File: src/rtl/fetch_pkg.sv
// Shared fetch-stage types: FSM state encoding, halt opcode field and PC step.
package fetch_pkg;

    typedef enum logic [1:0] {
        ST_FETCH  = 2'd0,
        ST_WAIT   = 2'd1,
        ST_HOLD   = 2'd2,
        ST_HALTED = 2'd3
    } state_t;

    localparam int          HLT_MSB = 15;
    localparam int          HLT_LSB = 12;
    localparam logic [15:0] PC_INCR = 16'd2;

    function automatic logic is_halt(input logic [15:0] instr, input logic [3:0] opcode);
        return instr[HLT_MSB:HLT_LSB] == opcode;
    endfunction

endpackage

File: src/rtl/fetch_pc_reg.sv
// Program counter register with load enable.
// Latency: one cycle from pc_d/en to pc_q; no backpressure.
module fetch_pc_reg #(
    parameter logic [15:0] RESET_PC = 16'h0000
) (
    input  logic        clk,
    input  logic        rst,
    input  logic        en,
    input  logic [15:0] pc_d,
    output logic [15:0] pc_q
);

    always_ff @(posedge clk or posedge rst) begin
        if (rst) begin
            pc_q <= RESET_PC;
        end else if (en) begin
            pc_q <= pc_d;
        end
    end

endmodule

File: src/rtl/fetch_stage.sv
// Instruction fetch: one request per FETCH/WAIT pair, delivery into IF/ID.
// Latency: 2 cycles minimum per instruction; StallIn parks the word in a hold buffer.
module fetch_stage
    import fetch_pkg::*;
#(
    parameter logic [15:0] RESET_PC   = 16'h0000,
    parameter logic [3:0]  HLT_OPCODE = 4'hF
) (
    input  logic        clk,
    input  logic        rst,
    input  logic        StallIn,
    input  logic        BranchTaken,
    input  logic [15:0] BranchTarget,
    input  logic        MemReady,
    input  logic [15:0] MemData,
    output logic        MemEnable,
    output logic [15:0] MemAddr,
    output logic [15:0] InstructionOut,
    output logic [15:0] PCOut,
    output logic        HltOut,
    output logic        NoopOut,
    output logic        IFIDWriteEnable,
    output logic        Halted
);

    state_t      state_q, state_d;
    logic [15:0] hold_q, hold_d;
    logic        discard_q, discard_d;
    logic [15:0] pc_q, pc_d, pc_plus;
    logic        pc_en;
    logic        deliver;
    logic [15:0] instr_sel;
    logic        instr_halt;

    fetch_pc_reg #(.RESET_PC(RESET_PC)) u_pc (
        .clk  (clk),
        .rst  (rst),
        .en   (pc_en),
        .pc_d (pc_d),
        .pc_q (pc_q)
    );

    assign pc_plus    = pc_q + PC_INCR;
    assign instr_sel  = (state_q == ST_HOLD) ? hold_q : MemData;
    assign instr_halt = is_halt(instr_sel, HLT_OPCODE);
    assign deliver    = !StallIn &&
                        ((state_q == ST_WAIT && MemReady && !discard_q) || state_q == ST_HOLD);

    always_ff @(posedge clk or posedge rst) begin
        if (rst) begin
            state_q   <= ST_FETCH;
            hold_q    <= '0;
            discard_q <= 1'b0;
        end else begin
            state_q   <= state_d;
            hold_q    <= hold_d;
            discard_q <= discard_d;
        end
    end

    always_comb begin
        state_d   = state_q;
        hold_d    = hold_q;
        discard_d = discard_q;
        pc_d      = pc_plus;
        pc_en     = 1'b0;
        if (BranchTaken) begin
            pc_d      = BranchTarget;
            pc_en     = 1'b1;
            hold_d    = '0;
            discard_d = 1'b0;
            state_d   = ST_FETCH;
            // A response still in flight must drain before the new request goes out.
            if (state_q == ST_WAIT && !MemReady) begin
                state_d   = ST_WAIT;
                discard_d = 1'b1;
            end
        end else begin
            unique case (state_q)
                ST_FETCH: state_d = ST_WAIT;
                ST_WAIT: begin
                    if (MemReady) begin
                        if (discard_q) begin
                            discard_d = 1'b0;
                            state_d   = ST_FETCH;
                        end else if (StallIn) begin
                            hold_d  = MemData;
                            state_d = ST_HOLD;
                        end else if (instr_halt) begin
                            state_d = ST_HALTED;
                        end else begin
                            pc_en   = 1'b1;
                            state_d = ST_FETCH;
                        end
                    end
                end
                ST_HOLD: begin
                    if (!StallIn) begin
                        if (instr_halt) begin
                            state_d = ST_HALTED;
                        end else begin
                            pc_en   = 1'b1;
                            state_d = ST_FETCH;
                        end
                    end
                end
                ST_HALTED: state_d = ST_HALTED;
                default:   state_d = ST_FETCH;
            endcase
        end
    end

    always_comb begin
        MemEnable       = 1'b0;
        MemAddr         = '0;
        InstructionOut  = '0;
        PCOut           = '0;
        HltOut          = 1'b0;
        NoopOut         = 1'b0;
        IFIDWriteEnable = 1'b0;
        Halted          = 1'b0;
        if (!rst) begin
            if (BranchTaken) begin
                NoopOut         = 1'b1;
                IFIDWriteEnable = 1'b1;
            end else if (deliver) begin
                IFIDWriteEnable = 1'b1;
                InstructionOut  = instr_sel;
                PCOut           = pc_plus;
                HltOut          = instr_halt;
            end
            unique case (state_q)
                ST_FETCH:  MemEnable = !BranchTaken;
                ST_WAIT:   MemEnable = !discard_q;
                ST_HOLD:   if (!BranchTaken) InstructionOut = hold_q;
                ST_HALTED: Halted = !BranchTaken;
                default:   MemEnable = 1'b0;
            endcase
            if (MemEnable) MemAddr = pc_q;
        end
    end

endmodule

File: config.mk
export PLATFORM = sky130hd
export DESIGN_NAME = fetch_stage
export DESIGN_NICKNAME = d
export VERILOG_FILES = /design/src/rtl/fetch_pkg.sv /design/src/rtl/fetch_pc_reg.sv /design/src/rtl/fetch_stage.sv
export SDC_FILE = /design/constraint.sdc
export NUM_CORES = 1
export LEC_CHECK = 0
export ABC_AREA = 1
export ABC_CLOCK_PERIOD_IN_PS = 2800
export CORE_ASPECT_RATIO = 1.75
export CORE_MARGIN = 3
export CORE_UTILIZATION = 50
export CTS_CLUSTER_SIZE = 30
export DETAILED_ROUTE_END_ITERATION = 8
export DONT_BUFFER_PORTS = 1
export PLACE_DENSITY = 0.65
export SLEW_MARGIN = 25
export SYNTH_ARGS = -nofsm -noshare
export SYNTH_HDL_FRONTEND = slang
export SYNTH_SLANG_ARGS = --single-unit
File: constraint.sdc
create_clock -name clk -period 2.8 [get_ports clk]
set_clock_uncertainty 0.2 [all_clocks]
set_input_delay 0.56 -clock clk [delete_from_list [all_inputs] [get_ports clk]]
set_output_delay 0.56 -clock clk [all_outputs]
set_load 0.01 [all_outputs]
Yosys cells after proc, flatten, opt, wreduce, memory -nomap -nowiden

Cells that the tools add are included.

Register bits after elaboration: 35
Latch bits: 0
Bits in writable memories: 0
Bits in read-only memories: 0
Output and inout port bits: 53
Word-level logic and storage cells: 76
Memories: 0

Add/sub/neg operators: 1
Multipliers: 0
Div/mod/pow operators: 0
$lt $le $gt $ge: 0
Eq/ne operators: 7
Shifts and indexed selects: 0
Multiplexer cells: 48
Bitwise logic cells: 0
Reductions and logical operators: 16

Operators by type and width:

| cell                                                 | number |
|---|---|
| two-way mux 16 bit                                   | 17 |
| two-way mux 1 bit                                    | 22 |
| adder 16 x 2 -> 16 bit (second input constant)       | 1 |
| two-way mux 2 bit                                    | 6 |
| one-hot mux 2 bit (4 select lines)                   | 1 |
| != test 3 bit (second input constant)                | 2 |
| nonzero test 2 bit                                   | 3 |
| equality test 2 bit (second input constant)          | 2 |
| equality test 4 bit (second input constant)          | 1 |
| logical AND 1 bit                                    | 4 |
| zero test 1 bit                                      | 4 |
| one-hot mux 1 bit (2 select lines)                   | 2 |
| AND reduction 2 bit                                  | 2 |
| AND reduction 4 bit                                  | 1 |
| equality test 2 x 1 -> 1 bit (second input constant) | 1 |
| zero test 2 bit                                      | 1 |
| != test 2 bit (second input constant)                | 1 |
| logical OR 1 bit                                     | 1 |

Depth between registers and ports, before layout

Depth in word-level cells: 10
Mapped depth: 13
Gate-level depth less buffers: 12

By module

A second synthesis with hierarchy kept.

Cell total of the unflattened synthesis: 412
Area, all modules: 2662.6 sq um

By module, submodules not included:

| module       | times used | cells each | area an instance (sq um) |
|---|---|---|---|
| fetch_stage  | 1          | 343        | 2014.4 |
| fetch_pc_reg | 1          | 69         | 648.1 |

Worst setup path before layout

Ideal clock, no wire load.

Path kind: input-to-output
Start: input port rst
End: output port PCOut[10]
Arrival: 1.940 ns
Required time: 2.040 ns
Path slack: 0.100 ns
Stages on the path: 4
Path buffers: 1
Cell sequence: inv_1 > nand2_2 > buf_2 > nor2_1

Cells in the longest elaborated chain, start to end: 1

RTL lines:

| what               | RTL line           | source |
|---|---|---|
| start, declared    | fetch_stage.sv:10  | `input logic rst,` |
| two-way mux 16 bit | fetch_stage.sv:122 | `if (!rst) begin` |
| end, declared      | fetch_stage.sv:19  | `output logic [15:0] PCOut,` |

Every way passes these cells.

Worst setup path in the final report

Start: register state_q[0]
End: output port MemAddr[9]

Cells in the longest elaborated chain, start to end: 5
Elaborated cells between the ends (all ways): 6
Those cells by class: 1 x eq/ne; 4 x mux; 1 x reduce/logical

RTL lines:

| what                                                            | RTL line           | source |
|---|---|---|
| start, declared                                                 | fetch_stage.sv:26  | `state_t state_q, state_d;` |
| start signal, assigned                                          | fetch_stage.sv:55  | `state_q <= state_d;` |
| equality test 2 x 1 -> 1 bit or zero test 2 bit (tied branches) | fetch_stage.sv:132 | `unique case (state_q)` |
| one-hot mux 1 bit (2 select lines) *                            | fetch_stage.sv:132 |  |
| two-way mux 1 bit *                                             | fetch_stage.sv:122 |  |
| two-way mux 16 bit *                                            | fetch_stage.sv:139 | `if (MemEnable) MemAddr = pc_q;` |
| two-way mux 16 bit *                                            | fetch_stage.sv:122 |  |
| end, declared                                                   | fetch_stage.sv:17  | `output logic [15:0] MemAddr,` |

Mark *: on every way between the ends. The rest lies on a longest branch, timed or not. The select of a mux whose other input is x is not followed.

==> impl_metrics.toml <==
[floorplanning]
fp.dieH_um = 101
fp.dieW_um = 60.3
start_util = 0.519
core_area_um2 = 4980
fp-row-count = 34
io_pins = 90
die_area_um2 = 6090

[drt]
avgViaCountPerCell = 5.45
drcViolationCount = 0
drt_iter0_markers = 167
wire_per_inst_um = 14.7
wirelength_um = 7080
dr.pass1.iters = 4
antenna_left = 0
vias = 2623

[synthesis]
synth_cell_types = 27
synth_common_cells = "119 x nand2_1, 61 x nor2_1, 47 x nand3_1"
synth_top_cell_by_area = "dfrtp_1"
synthFlopType = "dfrtp_1"
synth.top_cell.area_share = 0.339
synth-seq-cells = 35
yosysSeqAreaShare = 0.339
synth_edf_count = 0
synth.most_common_cell = "nand2_1"
async_reset_ff_frac = 1.00
synth_nets = 452
ys_warn_count = 0
synth_cells = 409
syn_area_per_cell_um2 = 6.31
syn_area_um2 = 2580
synth_area_leaders = "dfrtp_1 34%, nand2_1 17%, nand3_1 9.1%"

[clocking]
cts-root-buf = "clkbuf_8"
clkLatencyLatePin_ps = 280
cts_sinks = 35
ctsLongestPathBuffers = 2
clk_pin_slew_worst_paths_ps = 80
cts_tree = "done"
cts-buffers-inserted = 5
htree_levels = 2

[timing]
worst_slew_pin_slew_ps = 640
rsz0062_at_grt = "yes"
hold_violations = 0
fin_crit_sh = 0.983
slew_headroom = 0.572
setup_viol = 0
slew_viol_final = 0
fmax_mhz = 363
period_needed_ps = 2750

[cells_and_area]
fill_cells = 496
areaGrowthSynthToFinish_pct = 17.3
register_area_um2 = 877
antenna_cells = 0
final_area_um2 = 3030
drive_gt1_frac = 0.183
nets = 469
fin_util = 0.608
multi_input_area_um2 = 1560

[worst_hold_path]
hp-start = "BranchTaken"
worstHoldPathType = "in2reg"

[placed_design]
gp_congestion = 0.857
post-dp-hpwl_um = 5030
place_area_um2 = 2700
portBuffers = 0

[worst_setup_path]
rr_worst_depth = 13
start_kind = "flop"
rrSetupSlack_ps = 490
worstPathRequired_ps = 2040
end_kind = "primary output"
crit_fanout = 16
worstSetupPathType = "reg2out"
crit_start = "state_q[0]"
crit_end = "MemAddr[9]"
reg2reg_to = "u_pc.pc_q[15]"
critPathArrivalTime_ps = 1990
r2r-start = "state_q[0]"

[global_routing]
antenna_found_initial = 0
grt_pass1_wl_um = 11000
first_global_vias = 2378
grt_overflow = 0
grt.total_usage = 0.237
grt_start_max_net_pins = 36

[power_and_ir_drop]
power_density_nw_per_um2 = 575
power_leakage_nw = 1.48
vdd_drop_max_uv = 334

[outcome]
outcome = "finished clean"

[flow_run]
cap_violations = 0
## critical path, cell delays in order, from the launching register on
cell and delay, ps:
dfrtp_1 390, buf_4 130, ha_2 180, inv_1 70
or2_2 310, o22ai_2 170, clkinvlp_4 140, buf_12 170
nor2_2 150
## power by group
group | switching, mW | internal [mW]
combinational | 0.427 | 0.241
clock | 0.194 | 0.224
sequential | 0.0746 | 0.579
total | 0.696 | 1.04
## worst min path at each step
stage / end / slack, ps / depth (start not counted)
3_3_place_gp: hold_q[14] / 310 / 2
5_1_grt: u_pc.pc_q[0] / 190 / 1
4_1_cts: hold_q[1] / 160 / 2
2_1_floorplan: hold_q[12] / 280 / 2
3_5_place_dp: hold_q[13] / 300 / 2
6_report: u_pc.pc_q[0] / 190 / 1
## cell families after synthesis
kind of cell | after synthesis | share of synthesized area
compound gates | 53 | 0.109
buf+inv | 65 | 0.106
flops | 35 | 0.339
fa+ha+maj | 6 | 0.0291
simple gates | 248 | 0.411
xor+xnor | 2 | 0.00679
## cell type report
| cell class | count | share of cell area |
|---|---|---|
| Inverter | 47 | 0.0595 |
| Clock inverter | 1 | 0.00248 |
| Tap cell | 54 | 0.0223 |
| Timing Repair Buffer | 27 | 0.0793 |
| Multi-Input combinational cell | 310 | 0.515 |
| Sequential cell | 35 | 0.290 |
| Clock buffer | 7 | 0.0318 |
## flip-flops by register name, summed over array words and instances, names as in the netlist
| register | flops |
|---|---|
| discard_q | 1 |
| hold_q | 16 |
| state_q | 2 |
| u_pc.pc_q | 16 |
## per-layer routing
layer,track usage,part of all wire,vias up
met1,0.273,0.39,1194
met3,0.0436,0.061,13
met2,0.415,0.52,89
met5,0,0,-
met4,0.0973,0.023,0
li1,-,-,1327
## timing repair
item | in CTS | in global routing
pin swaps | 0 | 5
gates cloned | 0 | 1
resized for setup | 4 | 32
setup endpoints to repair | 36 | 49
hold buffers | 0 | 0
buffers inserted | 0 | 8
## cells in the final DEF (no fill, tap or decap), drive strengths merged
cell | netlist | final
o22ai | 2 | 2
nor2 | 66 | 66
inv | 47 | 46
o21ai | 40 | 40
nand2 | 122 | 123
dfrtp | 35 | 35
nand4 | 6 | 6
a21oi | 10 | 10
ha | 6 | 6
nor3 | 6 | 6
buf | 13 | 27
clkbuf | 5 | 7
nand3 | 47 | 47
o21bai | 1 | 1
or2 | 1 | 1
xor2 | 2 | 2
clkinvlp | 0 | 2
## metrics by stage
step / instances / setup TNS (ps) / total power [mW] / worst slack, ps / hold WS [ps]
after floorplan: 409 / 0 / 1.08 / 100 / 278
after global placement: 464 / 0 / 1.19 / 197 / 309
after detailed placement: 464 / 0 / 1.20 / 150 / 304
after CTS: 472 / -44.8 / 1.63 / -12.9 / 163
after global routing: 481 / -337 / 1.87 / -63.9 / 194
final: 481 / 0 / 1.74 / 48.5 / 192
(Power assumes the default switching activity.)
